$ cat src/rtl/motion_pkg.sv
`default_nettype none
// ============================================================================
// Module      : motion_pkg
// Description : Shared types and default image geometry for the motion path.
// Revision    : 1.0 - initial release
// ============================================================================
package motion_pkg;

    localparam int c_data_width = 24;
    localparam int c_img_width  = 720;
    localparam int c_img_height = 540;

    typedef logic [c_data_width-1:0] rgb_t;

    typedef enum logic [0:0] {
        S_FETCH = 1'b0,
        S_PUSH  = 1'b1
    } fork_state_t;

endpackage
`default_nettype wire

$ cat src/rtl/fork_branch.sv
`default_nettype none
// ============================================================================
// Module      : fork_branch
// Description : Per-consumer pending flag and write strobe of the frame fork.
// Revision    : 1.0 - initial release
// ============================================================================
module fork_branch (
    input  logic clock,
    input  logic reset,
    input  logic i_load,
    input  logic i_full,
    output logic o_wr_en,
    output logic o_done
);

    logic r_pend;

    // Done means this branch has nothing left to deliver after this cycle.
    always_comb begin
        o_wr_en = reset & r_pend & ~i_full;
        o_done  = ~r_pend | o_wr_en;
    end

    always_ff @(posedge clock or negedge reset) begin
        if (!reset) begin
            r_pend <= 1'b0;
        end else if (i_load) begin
            r_pend <= 1'b1;
        end else if (o_wr_en) begin
            r_pend <= 1'b0;
        end
    end

endmodule
`default_nettype wire

$ cat src/rtl/frame_fork.sv
`default_nettype none
// ============================================================================
// Module      : frame_fork
// Description : Duplicates each input pixel into the grayscale and highlight
//               FIFOs and tracks frame geometry. FRAME_FORK_STALL_CNT_EN adds
//               a saturating back-pressure stall counter output.
// Revision    : 1.0 - initial release
// ============================================================================
module frame_fork
    import motion_pkg::*;
#(
    parameter int DATA_WIDTH      = c_data_width,
    parameter int IMG_WIDTH       = c_img_width,
    parameter int IMG_HEIGHT      = c_img_height,
    parameter int FRAME_CNT_WIDTH = 16
) (
    input  logic                       clock,
    input  logic                       reset,
    input  logic                       in_empty,
    input  logic [DATA_WIDTH-1:0]      in_dout,
    output logic                       in_rd_en,
    input  logic                       fr_full,
    output logic                       fr_wr_en,
    output logic [DATA_WIDTH-1:0]      fr_din,
    input  logic                       hl_full,
    output logic                       hl_wr_en,
    output logic [DATA_WIDTH-1:0]      hl_din,
    output logic                       frame_done,
    output logic [FRAME_CNT_WIDTH-1:0] frame_count,
    output logic                       busy
`ifdef FRAME_FORK_STALL_CNT_EN
    ,
    output logic [31:0]                stall_cycles
`endif
);

    localparam int c_col_w = (IMG_WIDTH  > 1) ? $clog2(IMG_WIDTH)  : 1;
    localparam int c_row_w = (IMG_HEIGHT > 1) ? $clog2(IMG_HEIGHT) : 1;
    localparam logic [c_col_w-1:0] c_last_col = c_col_w'(IMG_WIDTH - 1);
    localparam logic [c_row_w-1:0] c_last_row = c_row_w'(IMG_HEIGHT - 1);

    fork_state_t                r_state;
    fork_state_t                w_state_nxt;
    logic [DATA_WIDTH-1:0]      r_hold;
    logic [c_col_w-1:0]         r_col;
    logic [c_row_w-1:0]         r_row;
    logic [FRAME_CNT_WIDTH-1:0] r_frame_count;
    logic                       r_frame_done;
    logic                       w_fr_done;
    logic                       w_hl_done;
    logic                       w_done_now;
    logic                       w_pop;
    logic                       w_last_px;

    fork_branch u_fr (
        .clock   (clock),
        .reset   (reset),
        .i_load  (w_pop),
        .i_full  (fr_full),
        .o_wr_en (fr_wr_en),
        .o_done  (w_fr_done)
    );

    fork_branch u_hl (
        .clock   (clock),
        .reset   (reset),
        .i_load  (w_pop),
        .i_full  (hl_full),
        .o_wr_en (hl_wr_en),
        .o_done  (w_hl_done)
    );

    // A completing pixel may be replaced in the same cycle to keep 1 pixel/clock.
    always_comb begin
        w_state_nxt = r_state;
        w_done_now  = 1'b0;
        w_pop       = 1'b0;
        case (r_state)
            S_FETCH: begin
                w_pop = reset & ~in_empty;
                if (w_pop) begin
                    w_state_nxt = S_PUSH;
                end
            end
            S_PUSH: begin
                w_done_now = w_fr_done & w_hl_done;
                w_pop      = reset & w_done_now & ~in_empty;
                if (w_done_now && !w_pop) begin
                    w_state_nxt = S_FETCH;
                end
            end
            default: w_state_nxt = S_FETCH;
        endcase
    end

    always_ff @(posedge clock or negedge reset) begin
        if (!reset) begin
            r_state <= S_FETCH;
        end else begin
            r_state <= w_state_nxt;
        end
    end

    assign w_last_px   = (r_col == c_last_col) && (r_row == c_last_row);
    assign in_rd_en    = w_pop;
    assign fr_din      = r_hold;
    assign hl_din      = r_hold;
    assign busy        = reset & (r_state == S_PUSH);
    assign frame_done  = r_frame_done;
    assign frame_count = r_frame_count;

    always_ff @(posedge clock or negedge reset) begin
        if (!reset) begin
            r_hold        <= '0;
            r_col         <= '0;
            r_row         <= '0;
            r_frame_count <= '0;
            r_frame_done  <= 1'b0;
        end else begin
            if (w_pop) begin
                r_hold <= in_dout;
            end
            r_frame_done <= w_done_now & w_last_px;
            if (w_done_now) begin
                if (r_col == c_last_col) begin
                    r_col <= '0;
                    if (r_row == c_last_row) begin
                        r_row         <= '0;
                        r_frame_count <= r_frame_count + 1'b1;
                    end else begin
                        r_row <= r_row + 1'b1;
                    end
                end else begin
                    r_col <= r_col + 1'b1;
                end
            end
        end
    end

`ifdef FRAME_FORK_STALL_CNT_EN
    logic [31:0] r_stall_cycles;

    // A held pixel that cannot complete means some pending branch is full.
    always_ff @(posedge clock or negedge reset) begin
        if (!reset) begin
            r_stall_cycles <= '0;
        end else if ((r_state == S_PUSH) && !w_done_now && (r_stall_cycles != 32'hFFFF_FFFF)) begin
            r_stall_cycles <= r_stall_cycles + 32'd1;
        end
    end

    assign stall_cycles = r_stall_cycles;
`endif

endmodule
`default_nettype wire

$ cat config.mk
export PLATFORM = sky130hd
export DESIGN_NAME = frame_fork
export DESIGN_NICKNAME = d
export VERILOG_FILES = /design/src/rtl/motion_pkg.sv /design/src/rtl/fork_branch.sv /design/src/rtl/frame_fork.sv
export SDC_FILE = /design/constraint.sdc
export NUM_CORES = 1
export LEC_CHECK = 0
export ABC_CLOCK_PERIOD_IN_PS = 1900
export CAP_MARGIN = 25
export CELL_PAD_IN_SITES_DETAIL_PLACEMENT = 1
export CELL_PAD_IN_SITES_GLOBAL_PLACEMENT = 1
export CORE_MARGIN = 3
export CORE_UTILIZATION = 30
export DETAILED_ROUTE_END_ITERATION = 10
export GPL_ROUTABILITY_DRIVEN = 0
export PLACE_DENSITY_LB_ADDON = 0.25
export SYNTH_ARGS = -nofsm -noshare
export SYNTH_HDL_FRONTEND = slang
export SYNTH_SLANG_ARGS = --single-unit
$ cat constraint.sdc
create_clock -name clock -period 1.9 [get_ports clock]
set_input_delay 0.38 -clock clock [delete_from_list [all_inputs] [get_ports clock]]
set_output_delay 0.38 -clock clock [all_outputs]
set_load 0.01 [all_outputs]
==> Word level (Yosys, flattened, before mapping) <==
Index checks and enable logic that the tools add are counted.
{ "op_classes": {"n_reduce_logical": 7, "n_addsub": 3, "n_mux": 11, "bitwise": 18, "eq_ne": 2} }
{ "op_table": {"columns": ["operator", "n"], "rows": [
  ["10-bit by 1-bit adder with 10-bit output, second input constant", 2],
  ["10-bit == test, second input constant", 2],
  ["10-bit 2-to-1 mux", 2],
  ["16-bit by 1-bit adder with 16-bit output, second input constant", 1],
  ["1-bit AND", 10],
  ["1-bit 2-to-1 mux", 7],
  ["1-bit NOT", 6],
  ["1-bit case mux with 2 select lines", 2],
  ["2-bit nonzero test", 2],
  ["3-bit AND reduction", 1],
  ["1-bit logical AND", 2],
  ["1-bit OR", 2],
  ["2-bit AND reduction", 1],
  ["1-bit zero test", 1]
]} }
{ "word_totals": {"ff_bits": 64, "output_inout_bits": 69, "wordCells": 49} }

==> Logic depth before layout (Yosys ltp) <==
Gate-level depths: netlist (run 1).
{ "logic_depth": {"word_depth": 10, "depth_mapped": 6, "mapped_depth_nobuf": 5} }

==> Modules after synthesis <==
From an unflattened synthesis (run 1), not the netlist that was laid out.
{ "hier_totals": {"hier_cells": 271, "area_unflattened_um2": 3111.7} }
{ "by_module_without_submodules": {"columns": ["module", "instances", "cells_per_inst", "area_each_um2"], "rows": [
  ["frame_fork", 1, 259, 2996.6],
  ["fork_branch", 2, 6, 57.6]
]} }

==> Worst setup path before layout (run 1) <==
OpenSTA, ideal clock, no wires.
{ "synth_timing": {"kind": "register to register", "from": "reg r_row[0]", "to": "reg r_frame_count[1] (netlist: frame_count[1])", "setup_time_ns": 0.125, "path_stages_with_launch": 6, "path_slack_ns": 0.056, "arrival_time_ns": 1.719, "path_cell_list": "dfrtp_1 > ha_1 > nor4b_4 > nand4_1 > nor2_1 > mux2_2"} }
{ "synth_via": {"elab_chain_cells": 2} }
{ "synth_lines": {"columns": ["element", "line", "source"], "rows": [
  ["start: declaration", "frame_fork.sv:46", "logic [c_row_w-1:0] r_row;"],
  ["start signal: assignment", "frame_fork.sv:131", "r_row <= r_row + 1'b1;"],
  ["10-bit == test", "frame_fork.sv:127", "if (r_row == c_last_row) begin"],
  ["3-bit AND reduction (no line)", null, null],
  ["end signal: assignment", "frame_fork.sv:129", "r_frame_count <= r_frame_count + 1'b1;"],
  ["end: declaration", "frame_fork.sv:47", "logic [FRAME_CNT_WIDTH-1:0] r_frame_count;"]
]} }
No other way between the ends.
A chain may end at the register's enable or synchronous reset.

==> Worst setup path in the final report (run 1) <==
{ "layout_timing": {"from": "reg r_col[1]", "to": "reg r_frame_count[9] (netlist: frame_count[9])"} }
{ "layout_via": {"elab_chain_cells": 2} }
{ "layout_lines": {"columns": ["element", "line", "source"], "rows": [
  ["start: declaration", "frame_fork.sv:45", "logic [c_col_w-1:0] r_col;"],
  ["start signal: assignment", "frame_fork.sv:134", "r_col <= r_col + 1'b1;"],
  ["10-bit == test", "frame_fork.sv:125", "if (r_col == c_last_col) begin"],
  ["3-bit AND reduction (no line)", null, null]
]} }
No other way between the ends.

==> impl_metrics.csv, run 1 <==
group,metric,value,unit
route,drc,0,
critical_path,crit_type,"register to register",
route,drtIter0Drc,70,
yosys,ys_seq_area_frac,0.505,
clocking,max-clock-path-buffers,2,
timing,fmax,526,MHz
timing,fin_skew,0.0102,ns
route,first_pass_iters,4,
critical_path,cp-start-kind,"register",
die,fp.coreArea,10000,µm²
timing,slew_headroom,0.643,
timing,rsz0062_at_grt,"yes",
clocking,clockRootBuffer,"clkbuf_8",
pwr,ir_drop,0.331,mV
pwr,power.static_leakage,2.08,nW
yosys,synth_top_area_frac,0.505,
route,vias,2592,
clocking,numCtsBuffers,9,
yosys,synthTopCellsByCount,"dfrtp_1, mux2_2, buf_4",
grt,grt_overflow,0,
clocking,ctsHtreeMaxLevel,3,
placement,dpl-instance-area,4380,µm²
yosys,ys.flop_type,"dfrtp_1",
job,cap_violations,0,
yosys,synthMostInstantiatedCell,"dfrtp_1",
clocking,clkTransAtPathRegs,0.07,ns
placement,hpwl,6230,µm
grt,grt_max_degree,42,
yosys,syn_inst,280,
die,dieWidth,109,µm
yosys,synth_enable_flop_cells,0,
yosys,yosys_warnings,0,
yosys,ys_seq_elements,64,
final_layout,layout-drive-gt1-share,0.278,
route,vias_per_cell,4.81,
timing,setup_viol,1,
grt,track_usage,0.144,
critical_path,cp_data_arrival_time,2.13,ns
yosys,syn-num-nets,312,
run_status,violations,"setup timing",
timing,setup_slack,-0.000964,ns
grt,grt_pass1_vias,2695,
grt,antenna_found_initial,0,
die,core.rowCount,36,
timing,hold_viol_final,0,
timing,max_slew.worst_pin.slew,0.535,ns
pwr,totalPowerFinal,4.03,mW
yosys,synth.cell_area,3170,µm²
timing,tns,-0.000964,ns
clocking,cts_tree,"yes",
pwr,powerDensity,853,nW/µm²
die,ios,98,
die,fp.dieArea,11800,µm²
critical_path,crit_fanout,7,
timing,final_max_slew_viol_count,0,
final_layout,design_area,4730,µm²
yosys,async_reset_ff_frac,1.00,
run_status,status,"complete, but fails checks",
timing,holdWs,0.191,ns
route,wire_per_inst,15.8,µm
clocking,cts.sinks,64,
final_layout,num_antenna_cells,0,
hold_path,min_path_type,"primary input to asynchronous set/reset pin",
timing,fin_crit_sh,1.00,
clocking,clk_latency,0.36,ns
yosys,yosysTopAreaCell,"dfrtp_1",
die,initial_core_util,0.316,
critical_path,required,2.13,ns
yosys,synth_area_leaders,"dfrtp_1, mux2_2, buf_4, xor2_1, nand2_1",
route,routed_wl,8500,µm
final_layout,area_growth_syn_to_layout,49.0,%
yosys,avgSynthCellArea,11.3,µm²
yosys,yosysUniqueCellTypes,43,
die,die-height,109,µm
grt,grt_pass1_wl,13300,µm
timing,period_needed,1.90,ns
critical_path,cp-end-kind,"register",
final_layout,final_nets,433,
route,antenna_left,0,
placement,port_buffers,97,
## critical path: stages (launching register included)
cell,delay (ns)
dfrtp_1,0.37
ha_2,0.19
and4_4,0.23
o221ai_4,0.15
buf_12,0.18
or4_4,0.53
xnor2_1,0.14
## state kept, by name, indices dropped and copies added (netlist names)
register	count
r_row	10
u_hl.r_pend	1
frame_count	16
r_state	1
u_fr.r_pend	1
r_col	10
frame_done	1
fr_din	24
## area by class of cell
cell class	count	area (µm²)
timing repair buffer	142	1330
tap	133	166
inverter	9	33.8
clock inverter	3	17.5
fill	1093	5320
clock buffer	13	149
sequential	64	1600
multi-input combinational	175	1430
## repair_timing
| item | in CTS | in global routing |
|---|---|---|
| hold buffers | 1 | 0 |
| gates cloned | 0 | 1 |
| endpoints found under the hold margin | 1 | 0 |
| pin swaps | 3 | 6 |
| endpoints found under the setup margin | 17 | 17 |
| resized for setup | 13 | 19 |
| buffers inserted | 2 | 2 |
## where the power goes
| part | total [mW] | switching (mW) | internal (mW) |
|---|---|---|---|
| combinational | 1.28 | 0.491 | 0.791 |
| clock | 1.04 | 0.534 | 0.506 |
| sequential | 1.71 | 0.146 | 1.56 |
## routing by layer
layer	up-vias	track usage	wire, µm
met2	72	0.242	4090
met4	0	0.0568	139
met5	-	0	0
met1	1293	0.172	3750
li1	1216	-	-
met3	11	0.0462	521
## cell families after synthesis
family,after synthesis,synth area share
and+or+nand+nor,97,0.184
DFF,64,0.505
buffers and inverters,41,0.0824
muxes,30,0.105
AOI/OAI and AO/OA,23,0.0513
xor gates and xnor gates,22,0.0608
adders and majority gates,3,0.0118
## cell usage in the layout, fill, tap and decap left out, drive strengths merged, types with 5 or more instances in the layout
| master | count |
|---|---|
| a21oi | 6 |
| clkbuf | 14 |
| nor3 | 6 |
| mux2 | 25 |
| o21ai | 6 |
| nand2 | 22 |
| or4 | 6 |
| nor2 | 5 |
| buf | 45 |
| inv | 9 |
| dfrtp | 64 |
| and3 | 5 |
| nand3 | 12 |
| clkdlybuf4s50 | 91 |
| nand4 | 12 |
| xnor2 | 8 |
| mux2i | 5 |
| xor2 | 14 |
| nor4 | 9 |
## path summary, 6_finish.rpt
kind                       slack [ns]                          to  cells past startpoint               startpoint
min reg2reg                      0.48     u_fr.r_pend$_DFFE_PN0P_                      1  u_fr.r_pend$_DFFE_PN0P_
min in group clock               0.48     u_fr.r_pend$_DFFE_PN0P_                      1  u_fr.r_pend$_DFFE_PN0P_
max in group asynchronous        1.26       fr_din[8]$_DFFE_PN0P_                      3                    reset
max reg2reg                    -0.001  frame_count[9]$_DFFE_PN0P_                      6     r_col[1]$_DFFE_PN0P_
max                            -0.001  frame_count[9]$_DFFE_PN0P_                      6     r_col[1]$_DFFE_PN0P_
min                              0.19      fr_din[20]$_DFFE_PN0P_                      3                    reset
## through the flow
step / worst slack [ns] / std cells / util
floorplan: 0.0560 / 280 / -
global placement: -0.434 / 517 / 0.436
detailed placement: -0.463 / 517 / 0.436
CTS: 0.00861 / 536 / 0.456
global route: -0.0567 / 539 / 0.471
finish: -0.000964 / 539 / 0.471
(Power assumes the default switching activity.)
==> inputs of run 2 (changes only) <==
CORE_UTILIZATION = 32   (was 30)
==> run 2 against run 1 <==
Against the previous run: the run still ends with setup timing left; sequential share of layout area grew 0.090 points; critical path depth shrank 1; hold slack gained 0.048 ns; global-route usage grew 1.5 points; sequential cell count is the same; critical path type is now primary input to output port; critical endpoint is now in_rd_en; highest routed layer unchanged.
==> impl_metrics.csv, run 2 (same netlist as run 1, synthesis figures left out) <==
group,metric,value,unit
run_status,status,"complete, but fails checks",
run_status,violations,"setup timing",
die,ios,98,
timing,fin_crit_sh,1.00,
critical_path,r2r_cells,5,
route,drc,0,
critical_path,crit_start,"fr_full",
final_layout,final_nets,431,
critical_path,critical-path-top-delay-family,"buffers and inverters",
clocking,cts_tree,"yes",
critical_path,cp-start-kind,"primary input",
grt,antenna_found_initial,0,
route,antenna_left,0,
critical_path,cp_data_arrival_time,1.52,ns
final_layout,nFillCells,1026,
critical_path,reg2reg_from,"r_row[0]$_DFFE_PN0P_",
timing,holdWs,0.239,ns
die,dieWidth,106,µm
timing,setup_viol,1,
clocking,cts.sinks,64,
clocking,numCtsBuffers,9,
route,routed_wl,8460,µm
timing,hold_viol_final,0,
placement,dpl-instance-area,4380,µm²
hold_path,min_path_type,"primary input to asynchronous set/reset pin",
timing,setup_slack,-0.00105,ns
final_layout,utilization,0.501,
timing,fmax,526,MHz
final_layout,layout-drive-gt1-share,0.277,
route,drtIter0Drc,45,
placement,hpwl,6360,µm
placement,port_buffers,97,
grt,track_usage,0.159,
final_layout,area_growth_syn_to_layout,48.6,%
final_layout,mostFrequentLayoutCells,"clkdlybuf4s50_1, dfrtp_1, buf_4",
grt,grt_max_degree,34,
critical_path,cp-end-kind,"output port",
clocking,ctsHtreeMaxLevel,3,
timing,max_slew.worst_pin.slew,0.441,ns
timing,period_needed,1.90,ns
timing,rsz0062_at_grt,"yes",
grt,grt_overflow,0,
critical_path,cp-endpoint,"in_rd_en",
pwr,powerDensity,920,nW/µm²
timing,slew_headroom,0.706,
critical_path,slowest_stage,"clkdlybuf4s50_1",
critical_path,crit_buf_inv,2,
clocking,clk_latency,0.34,ns
die,core.rowCount,35,
pwr,ir_drop,0.418,mV
critical_path,cp.depth,5,
clocking,clkTransAtPathRegs,0.07,ns
final_layout,layout_commonest_cell,"clkdlybuf4s50_1",
route,vias,2602,
critical_path,timing.rr.end,"frame_count[15]$_DFFE_PN0P_",
final_layout,design_area,4710,µm²
pwr,power.static_leakage,2.05,nW
critical_path,crit_fanout,3,
final_layout,largest_reg_flops,24,
clocking,max-clock-path-buffers,2,
timing,fin_skew,0.0138,ns
die,fp.dieArea,11100,µm²
clocking,clockRootBuffer,"clkbuf_8",
critical_path,required,1.52,ns
die,die-height,106,µm
critical_path,crit_type,"primary input to output port",
critical_path,r2r_setup_slack,0.03,ns
route,first_pass_iters,2,
placement,dpl_worst_slack,-0.460,ns
grt,grt_pass1_vias,2889,
timing,final_max_slew_viol_count,0,
job,cap_violations,0,
grt,grt_pass1_wl,14300,µm
critical_path,crit_chain,"clkdlybuf4s50_1, and2b_2, o22ai_2, a21oi_2, buf_2",
critical_path,slowest_delay,0.48,ns
route,wire_per_inst,15.9,µm
die,fp.coreArea,9420,µm²
pwr,totalPowerFinal,4.34,mW
die,initial_core_util,0.337,
final_layout,num_antenna_cells,0,
route,vias_per_cell,4.88,
-- run 2: changes by cell type in the layout (fill, tap and decap cells not counted), moves of 2 or more --
| cell | delta |
|---|---|
| clkbuf_1 | -3 |
| nor3_1 | +3 |
| nor3_2 | -3 |
| buf_4 | -2 |
| bufinv_16 | +2 |
| clkinv_2 | -2 |
| clkinv_4 | +2 |
| nor4_2 | +2 |
| nor4_4 | -2 |
-- run 2: how the worst min path moves through the flow --
stage / from / endpoint / slack, ns / cells past startpoint
after global routing: reset / frame_count[6]$_DFFE_PN0P_ / 0.28 / 3
after CTS: reset / frame_count[3]$_DFFE_PN0P_ / 0.23 / 3
final: reset / fr_din[19]$_DFFE_PN0P_ / 0.24 / 3
after floorplan: reset / fr_din[0]$_DFFE_PN0P_ / 0.08 / 0
after detailed placement: reset / fr_din[17]$_DFFE_PN0P_ / 0.33 / 2
after global placement: reset / fr_din[17]$_DFFE_PN0P_ / 0.33 / 2
-- run 2: per-layer routing --
layer	wire length, µm	part of all wire	track usage
met5	0	0	0
met4	83	0.0098	0.0509
met3	380	0.045	0.0386
met2	4320	0.51	0.277
met1	3680	0.44	0.194
-- run 2: final cells by class --
cell class / instances / area (µm²) / share of cell area
clock inverters: 6 / 92.6 / 0.0196
well taps: 129 / 161 / 0.0342
clock buffers: 10 / 138 / 0.0292
inverters: 9 / 33.8 / 0.00717
flip-flops and latches: 64 / 1600 / 0.340
repair buffers: 140 / 1300 / 0.275
multi-input cells: 175 / 1390 / 0.295
-- run 2: power by group --
part	total (mW)	switching, mW	internal [mW]
clock	1.33	0.552	0.779
sequential	1.70	0.140	1.56
combinational	1.30	0.508	0.794
total	4.34	1.20	3.14
-- run 2: worst reg2reg max path, stage by stage (launching register included) --
cell and delay, ns:
dfrtp_1 0.37, ha_2 0.19, nor4b_4 0.24, nand4_1 0.29, or4_4 0.51, xnor2_2 0.15
-- run 2: repair_timing --
item / CTS / global route
buffers inserted: 0 / 2
hold buffers: 1 / 0
endpoints found under the setup margin: 25 / 21
endpoints found under the hold margin: 1 / 0
pin swaps: 1 / 5
gates resized for setup: 11 / 16
-- run 2: through the flow --
| stage | std cells | TNS [ns] |
|---|---|---|
| 3_5_place_dp | 514 | -15.96 |
| 3_3_place_gp | 514 | -13.79 |
| 5_1_grt | 533 | -0.287 |
| 6_report | 533 | -0.00105 |
| 2_1_floorplan | 280 | 0 |
| 4_1_cts | 531 | 0 |
